**config.mk**
```make
export PLATFORM = sky130hd
export DESIGN_NAME = exec_unit_flat
export DESIGN_NICKNAME = d
export VERILOG_FILES = /design/src/rtl/exec_unit_pkg.sv /design/src/rtl/exec_unit_if.sv /design/src/rtl/exec_unit_alu_add4.sv /design/src/rtl/exec_unit.sv /design/src/flat_wrapper.sv
export SDC_FILE = /design/constraint.sdc
export NUM_CORES = 1
export LEC_CHECK = 0
export ABC_AREA = 1
export CAP_MARGIN = 5
export CORE_UTILIZATION = 45
export CTS_CLUSTER_DIAMETER = 150
export DETAILED_ROUTE_END_ITERATION = 12
export HOLD_SLACK_MARGIN = 0.05
export PLACE_DENSITY = 0.73
export SLEW_MARGIN = 20
export SYNTH_ARGS = -nofsm -noshare
export SYNTH_HDL_FRONTEND = slang
export SYNTH_SLANG_ARGS = --single-unit
```
**constraint.sdc**
```tcl
create_clock -name clk -period 3.01 [get_ports clk]
set_clock_uncertainty 0.15 [all_clocks]
set_input_delay 0.903 -clock clk [delete_from_list [all_inputs] [get_ports clk]]
set_output_delay 0.903 -clock clk [all_outputs]
set_load 0.01 [all_outputs]
```
**src/rtl/exec_unit_pkg.sv**
```systemverilog
// Shared CPU types (lib_cpu): pipeline stage, decoded opecode and datapath widths.
// Used by the decoder/execute interface, the execute stage and its adder.
package lib_cpu;

    localparam int DATA_W = 4;
    localparam int PC_W   = 4;

    typedef logic [DATA_W-1:0] word_t;

    typedef enum logic [1:0] {
        FETCH     = 2'd0,
        DECODE    = 2'd1,
        EXECUTE   = 2'd2,
        WRITEBACK = 2'd3
    } STAGE;

    typedef enum logic [3:0] {
        ADD_A_IMM = 4'd0,
        ADD_B_IMM = 4'd1,
        MOV_A_IMM = 4'd2,
        MOV_B_IMM = 4'd3,
        MOV_A_B   = 4'd4,
        MOV_B_A   = 4'd5,
        IN_A      = 4'd6,
        IN_B      = 4'd7,
        OUT_B     = 4'd8,
        OUT_IMM   = 4'd9,
        JMP_IMM   = 4'd10,
        JNC_IMM   = 4'd11,
        INVALID   = 4'd12
    } OPECODE;

endpackage

```
**src/rtl/exec_unit_if.sv**
```systemverilog
// Decoder <-> execute bus: stage, decoded instruction and the pc fed back to fetch.
// master = decoder side, slave = execute stage.
interface exec_unit_if;
    import lib_cpu::*;

    STAGE   stage;
    OPECODE opecode;
    word_t  imm;
    logic [PC_W-1:0] pc;

    modport master (output stage, output opecode, output imm, input pc);
    modport slave  (input stage, input opecode, input imm, output pc);

endinterface

```
**src/rtl/exec_unit_alu_add4.sv**
```systemverilog
// alu_add4: combinational 4-bit unsigned adder with carry-out.
module alu_add4
    import lib_cpu::*;
(
    input  word_t a,
    input  word_t b,
    output word_t sum,
    output logic  cout
);

    assign {cout, sum} = {1'b0, a} + {1'b0, b};

endmodule

```
**src/rtl/exec_unit.sv**
```systemverilog
// Execute stage of the 4-bit CPU: owns A/B, carry, pc and the output port.
// Optional jump-to-self halt is enabled by defining EXEC_UNIT_HALT_EN.
module exec_unit
    import lib_cpu::*;
#(
    parameter logic [PC_W-1:0]   PC_RESET  = 4'h0,
    parameter logic [DATA_W-1:0] OUT_RESET = 4'h0
) (
    input  logic        clk,
    input  logic        rst_n,
    exec_unit_if.slave  dec,
    input  word_t       in_port,
    output word_t       out_port,
    output word_t       reg_a,
    output word_t       reg_b,
    output logic        carry,
    output logic        illegal,
    output logic        halted
);

    logic [PC_W-1:0] pc_q, pc_d, pc_inc;
    word_t reg_a_q, reg_a_d, reg_b_q, reg_b_d, out_q, out_d;
    logic  carry_q, carry_d, illegal_q, illegal_d, halted_q, halted_d;

    word_t add_op, add_sum;
    logic  add_cout, commit;

    assign add_op = (dec.opecode == ADD_B_IMM) ? reg_b_q : reg_a_q;

    alu_add4 u_add (
        .a    (add_op),
        .b    (dec.imm),
        .sum  (add_sum),
        .cout (add_cout)
    );

    assign commit = (dec.stage == EXECUTE) && !halted_q;
    assign pc_inc = pc_q + 4'd1;

    always_comb begin
        pc_d      = pc_q;
        reg_a_d   = reg_a_q;
        reg_b_d   = reg_b_q;
        out_d     = out_q;
        carry_d   = carry_q;
        illegal_d = illegal_q;
        halted_d  = halted_q;
        if (commit) begin
            // Non-ADD instructions always clear carry; ADD overrides below.
            carry_d = 1'b0;
            pc_d    = pc_inc;
            case (dec.opecode)
                ADD_A_IMM: begin reg_a_d = add_sum; carry_d = add_cout; end
                ADD_B_IMM: begin reg_b_d = add_sum; carry_d = add_cout; end
                MOV_A_IMM: reg_a_d = dec.imm;
                MOV_B_IMM: reg_b_d = dec.imm;
                MOV_A_B:   reg_a_d = reg_b_q;
                MOV_B_A:   reg_b_d = reg_a_q;
                IN_A:      reg_a_d = in_port;
                IN_B:      reg_b_d = in_port;
                OUT_B:     out_d   = reg_b_q;
                OUT_IMM:   out_d   = dec.imm;
                JMP_IMM: begin
                    pc_d = dec.imm;
`ifdef EXEC_UNIT_HALT_EN
                    if (dec.imm == pc_q) halted_d = 1'b1;
`endif
                end
                JNC_IMM:   if (!carry_q) pc_d = dec.imm;
                default:   illegal_d = 1'b1;
            endcase
        end
    end

    always_ff @(posedge clk) begin
        if (!rst_n) begin
            pc_q      <= PC_RESET;
            reg_a_q   <= '0;
            reg_b_q   <= '0;
            out_q     <= OUT_RESET;
            carry_q   <= 1'b0;
            illegal_q <= 1'b0;
            halted_q  <= 1'b0;
        end else begin
            pc_q      <= pc_d;
            reg_a_q   <= reg_a_d;
            reg_b_q   <= reg_b_d;
            out_q     <= out_d;
            carry_q   <= carry_d;
            illegal_q <= illegal_d;
            halted_q  <= halted_d;
        end
    end

    assign dec.pc   = pc_q;
    assign reg_a    = reg_a_q;
    assign reg_b    = reg_b_q;
    assign out_port = out_q;
    assign carry    = carry_q;
    assign illegal  = illegal_q;
    assign halted   = halted_q;

endmodule

```
**src/flat_wrapper.sv**
```systemverilog
// flat-port wrapper written by rule: the top's interface ports become plain ports
module exec_unit_flat import lib_cpu::*;
#(
    parameter logic [PC_W-1:0]   PC_RESET  = 4'h0,
    parameter logic [DATA_W-1:0] OUT_RESET = 4'h0
)
  (clk, rst_n, in_port, out_port, reg_a, reg_b, carry, illegal, halted, dec_stage, dec_opecode, dec_imm, dec_pc);
  exec_unit_if dec_i ();
  input  logic clk;
  input  logic rst_n;
  input  word_t in_port;
  output word_t out_port;
  output word_t reg_a;
  output word_t reg_b;
  output logic carry;
  output logic illegal;
  output logic halted;
  input wire logic [$bits(dec_i.stage)-1:0] dec_stage;
  input wire logic [$bits(dec_i.opecode)-1:0] dec_opecode;
  input wire logic [$bits(dec_i.imm)-1:0] dec_imm;
  output wire logic [$bits(dec_i.pc)-1:0] dec_pc;
  assign dec_i.stage = dec_stage;
  assign dec_i.opecode = dec_opecode;
  assign dec_i.imm = dec_imm;
  assign dec_pc = dec_i.pc;
  exec_unit #(.PC_RESET(PC_RESET), .OUT_RESET(OUT_RESET)) u_core (.clk(clk), .rst_n(rst_n), .dec(dec_i), .in_port(in_port), .out_port(out_port), .reg_a(reg_a), .reg_b(reg_b), .carry(carry), .illegal(illegal), .halted(halted));
endmodule
```
=== After elaboration in Yosys (flattened, before gate mapping) ===
Cells that the tools add are included.

* Flip-flop bits (word level): 18
* Input bits: 16
* Output and inout port bits: 19
* Word-level logic and storage cells: 38

* Add/sub/neg operators: 2
* Equal/unequal tests: 12
* Multiplexer cells: 7
* Bitwise operators: 1
* Reduce and logical (&&, ||, !) cells: 10

{| class="wikitable"
|+ Operators by type and width
! operator !! number
|-
| 4-bit case mux with 4 select lines || 2
|-
| 4-bit by 3-bit equality test with 1-bit output (second input constant) || 4
|-
| 4-bit equality test (second input constant) || 4
|-
| 4-bit case mux with 2 select lines || 2
|-
| 12-bit OR reduction || 1
|-
| 4-bit by 2-bit equality test with 1-bit output (second input constant) || 2
|-
| 4-bit two-way mux || 2
|-
| 2-bit AND reduction || 4
|-
| 4-bit nonzero test || 2
|-
| 4-bit by 4-bit adder with 5-bit output || 1
|-
| 4-bit by 1-bit adder with 4-bit output (second input constant) || 1
|-
| 4-bit by 1-bit equality test with 1-bit output (second input constant) || 1
|-
| 4-bit zero test || 1
|-
| 2-bit equality test (second input constant) || 1
|-
| 2-bit nonzero test || 1
|-
| 2-bit OR reduction || 1
|-
| 1-bit two-way mux || 1
|-
| 1-bit NOT || 1
|}

=== Depth between registers and ports, before layout ===
* Depth after elaboration: 4
* Gate-level depth with buffers: 14
* Mapped depth without buffers: 13

=== Modules after synthesis ===
Synthesis repeated with hierarchy kept, for this count alone.

* Cells, all modules: 217
* Area total of the unflattened synthesis: 1372.6 µm²

{| class="wikitable"
|+ By module, submodules not included
! module !! times used !! cells an instance !! area each (µm²) !! seq. area each (µm²)
|-
| exec_unit || 1 || 192 || 1214.9 || 360.3
|-
| alu_add4 || 1 || 25 || 157.7 || 0.0
|}

=== Worst setup path after synthesis ===
OpenSTA, ideal clock, no wires.

* Path type: input port to flip-flop
* From: input port dec_opecode[3]
* To: register u_core.reg_b_q[2] (netlist: u_core.reg_b[2])
* Library setup time: 117 ps
* Arrival: 2601 ps
* Data required time: 2743 ps
* Setup slack: 141 ps
* Cell stages on the path: 11
* Path buffers: 1
* Cell sequence: buf_4 -> nor2_2 -> nand2_1 -> a21oi_1 -> ha_1 -> inv_1 -> fa_1 -> xor2_1 -> nor2_1 -> nor3_1 -> nor2_1

* Cells in the longest elaborated chain, start to end: 4
* Elaborated cells on any way between the ends: 9
* Classes of those cells: 1 x add/sub; 4 x eq/ne; 2 x mux; 2 x reduce/logical

{| class="wikitable"
|+ Ends and longest elaborated chain
! item !! RTL line !! source
|-
| start: declaration || flat_wrapper.sv:19 || <nowiki>input wire logic [$bits(dec_i.opecode)-1:0] dec_opecode;</nowiki>
|-
| 4-bit by 1-bit equality test with 1-bit output || exec_unit.sv:28, exec_unit.sv:52 ||
|-
| 4-bit two-way mux || exec_unit.sv:28 || <nowiki>assign add_op = (dec.opecode == ADD_B_IMM) ? reg_b_q : reg_a_q;</nowiki>
|-
| 4-bit by 4-bit adder with 5-bit output || exec_unit_alu_add4.sv:11 || <nowiki>assign {cout, sum} = {1'b0, a} + {1'b0, b};</nowiki>
|-
| 4-bit case mux with 4 select lines || exec_unit.sv:52 || <nowiki>case (dec.opecode)</nowiki>
|-
| end signal: assignment || exec_unit.sv:87 || <nowiki>reg_b_q <= reg_b_d;</nowiki>
|-
| end: declaration || exec_unit.sv:22 || <nowiki>word_t reg_a_q, reg_a_d, reg_b_q, reg_b_d, out_q, out_d;</nowiki>
|}

Parallel ways exist; a longest one is shown, timed or not.
A chain may end at the register's enable or synchronous reset.

=== Worst setup path in the final report ===
* From: input port dec_opecode[0]
* To: register u_core.reg_b_q[2] (netlist: u_core.reg_b[2])

Same word-level chain as after synthesis.

==> results.txt <==
Status: finished, final reports clean
Flop-to-flop setup slack: 1030 ps
Sequential power share: 45.6%
Max_cap viols: 0
Switching Fraction: 30.7%
Endpoint type of the worst setup path: flop
Via count: 1538
Layout area overhead: 34.0%
First-pass GRT wire length: 6.01 mm
Slew @ Worst Pin: 516 ps
Number of port buffers: 33
GPL Wtd Cong: 0.894
Number of global-route vias before repair: 1328
TritonCTS clock tree: built
CORE AREA: 2780 um^2
CP max FO: 5
First drt pass iteration count: 5
Layout cells sized above 1: 10.9%
DR WL/cell: 12.6 um
Total Routed Length: 3.63 mm
FMAX: 349 MHz
Min cycle time layout: 2870 ps
Layout Nets: 281
Inst Count DP: 284
Die height: 56.5 um
Drt via density: 5.34
Post-Synthesis Cell Area: 1340 um^2
GRT Resource Usage Total: 23.6%
Internal: 0.391 mW
Final period utilization: 95.3%
Crit path largest cell delay: 480 ps
CTS clk-pin slew, worst paths: 120 ps
Clock buffer depth: 2
Worst IR Drop VDD: 0.242 mV
Crit path cell chain: clkdlybuf4s50_1 -> inv_1 -> nor2_2 -> nand2_2 -> a21oi_2 -> ha_2 -> inv_1 -> fa_1 -> xor2_1 -> nor2_1 -> nor3_1 -> nor2_1
Fill cells: 278
Min-Delay Path Class: flop to flop
Antenna Cells: 0
Initial antenna violation count: 0
Mean Syn Cell Area: 6.22 um^2
Worst setup SP type: input port
Final ANT Viol Nets: 0
Cells after Synth: 215
Max-slew headroom: 65.4%
Clk pwr share: 28.0%
Crit Path Class: input port to flop
Initial Utilization: 48.0%
Final setup violation count: 0
Hpwl dp: 2.83 mm
CTS HTree Levels: 1
Syn. warnings: 0
CTS Hold Bufs: 0
Max-slew violation count: 0
Register area share after synthesis: 27.0%
DIE AREA: 3190 um^2
CTS sink cnt: 18
Hold Violations, Final: 0
Logic gate share of total power: 26.3%
WP data required: 3060 ps
Final core occ: 64.4%
CTS Root Cell: clkbuf_4
Synth cell types: 25
Crit path DAT: 2920 ps
Num rows: 19
Final TNS setup: 0 ps
Worst setup margin: 142 ps
Non-filler cells, final: 288
I/O Pins: 35
PwrDens: 315 nW/um^2
Largest net degree at the start of global routing: 11
Initial drt markers: 112
Post-route DRC: 0
CP max-delay cell: clkdlybuf4s50_1
Syn_nets: 238
Gr ovfl total: 0
Clk Latency, worst-skew pair: 310 ps
P_sw: 0.173 mW
CTS buffer count: 3
Synth Register Bits: 18
Pre-CTS WS: -261 ps
Die Wd: 56.5 um
Cell leakage power: 0.803 nW
## layer usage
metal	global-route usage (%)	wire, um
met4	6.27	12
met3	2.07	207
met2	37.0	1680
met1	34.5	1740
met5	0	0
## power by group through the flow
stage / logic, mW / clock network (mW) / registers (mW)
finish: 0.149 / 0.158 / 0.258
global route: 0.165 / 0.170 / 0.260
CTS: 0.146 / 0.158 / 0.258
detailed placement: 0.145 / 0 / 0.263
global placement: 0.145 / 0 / 0.263
floorplan: 0.0753 / 0 / 0.265
## layout make-up
class	count	area, um^2	share of cell area [%]
Clock buffer	4	36.3	2.03
Sequential cell	18	360	20.1
Multi-Input combinational cell	161	837	46.8
Timing Repair Buffer	42	398	22.2
Inverter	32	120	6.71
Tap cell	31	38.8	2.17
## stage by stage
stage / hold slack (ps) / instance area, um^2 / power, mW
2_1_floorplan: 355 / 1340 / 0.341
5_1_grt: 370 / 1790 / 0.595
3_3_place_gp: 309 / 1740 / 0.408
6_report: 349 / 1790 / 0.565
3_5_place_dp: 319 / 1740 / 0.408
4_1_cts: 348 / 1780 / 0.562
## critical path, delay by kind of cell
family | cells | cell delay [ps]
buffers and inverters | 3 | 590
AO/OA/AOI/OAI | 1 | 150
AND/OR/NAND/NOR | 5 | 520
adder cells (fa/ha/maj) | 2 | 580
XOR/XNOR | 1 | 170
## synth_stat cells, drive strengths merged
cell type	instances	area, um^2
nand2	41	159
nor3	5	52.6
nand3	19	95.1
conb	1	3.75
ha	6	75.1
inv	32	120
nand4	2	12.5
a21oi	10	50.1
xor2	2	17.5
clkbuf	1	3.75
dfxtp	18	360
a31oi	1	6.26
buf	3	26.3
o21ai	32	160
fa	1	20.0
mux2	1	11.3
nor2	38	148
o211ai	2	15.0
## final timing paths
| kind | startpoint | depth (start not counted) | to |
|---|---|---|---|
| hold / removal | u_core.illegal | 2 | u_core.illegal |
| setup reg to reg | u_core.reg_b[0] | 9 | u_core.reg_b[2] |
| hold reg to reg | u_core.illegal | 2 | u_core.illegal |
| setup / recovery | dec_opecode[0] | 12 | u_core.reg_b[2] |
## logic make-up (layout without fill, tap and decap cells)
kind of cell / count (synthesis) / in the layout / synth area share, %
buffers and inverters: 36 / 78 / 11.2
xor gates and xnor gates: 2 / 2 / 1.31
other: 1 / 1 / 0.281
adders and majority gates: 7 / 7 / 7.12
AOI/OAI and AO/OA: 45 / 45 / 17.3
DFF: 18 / 18 / 27.0
muxes: 1 / 1 / 0.843
and+or+nand+nor: 105 / 105 / 34.9
## layout by cell type (no fill, tap or decap), drive strengths merged, types with 2 or more instances in the layout
master	n
nand2	41
nor2	38
clkdlybuf4s50	33
o21ai	32
inv	32
nand3	19
dfxtp	18
a21oi	10
buf	9
ha	6
nor3	5
clkbuf	4
nand4	2
xor2	2
o211ai	2
## what timing repair did
item                                    in CTS  in global routing
setup buffers                                0                  0
endpoints found under the setup margin       0                  7
gates resized for setup                      0                  5
endpoints found under the hold margin        0                  0
## sequential cells by signal (all words and copies together), names as in the netlist
| name | count |
|---|---|
| u_core.dec.pc | 4 |
| u_core.reg_b | 4 |
| u_core.carry | 1 |
| u_core.reg_a | 4 |
| u_core.illegal | 1 |
| u_core.out_port | 4 |
(Power assumes the default switching activity.)
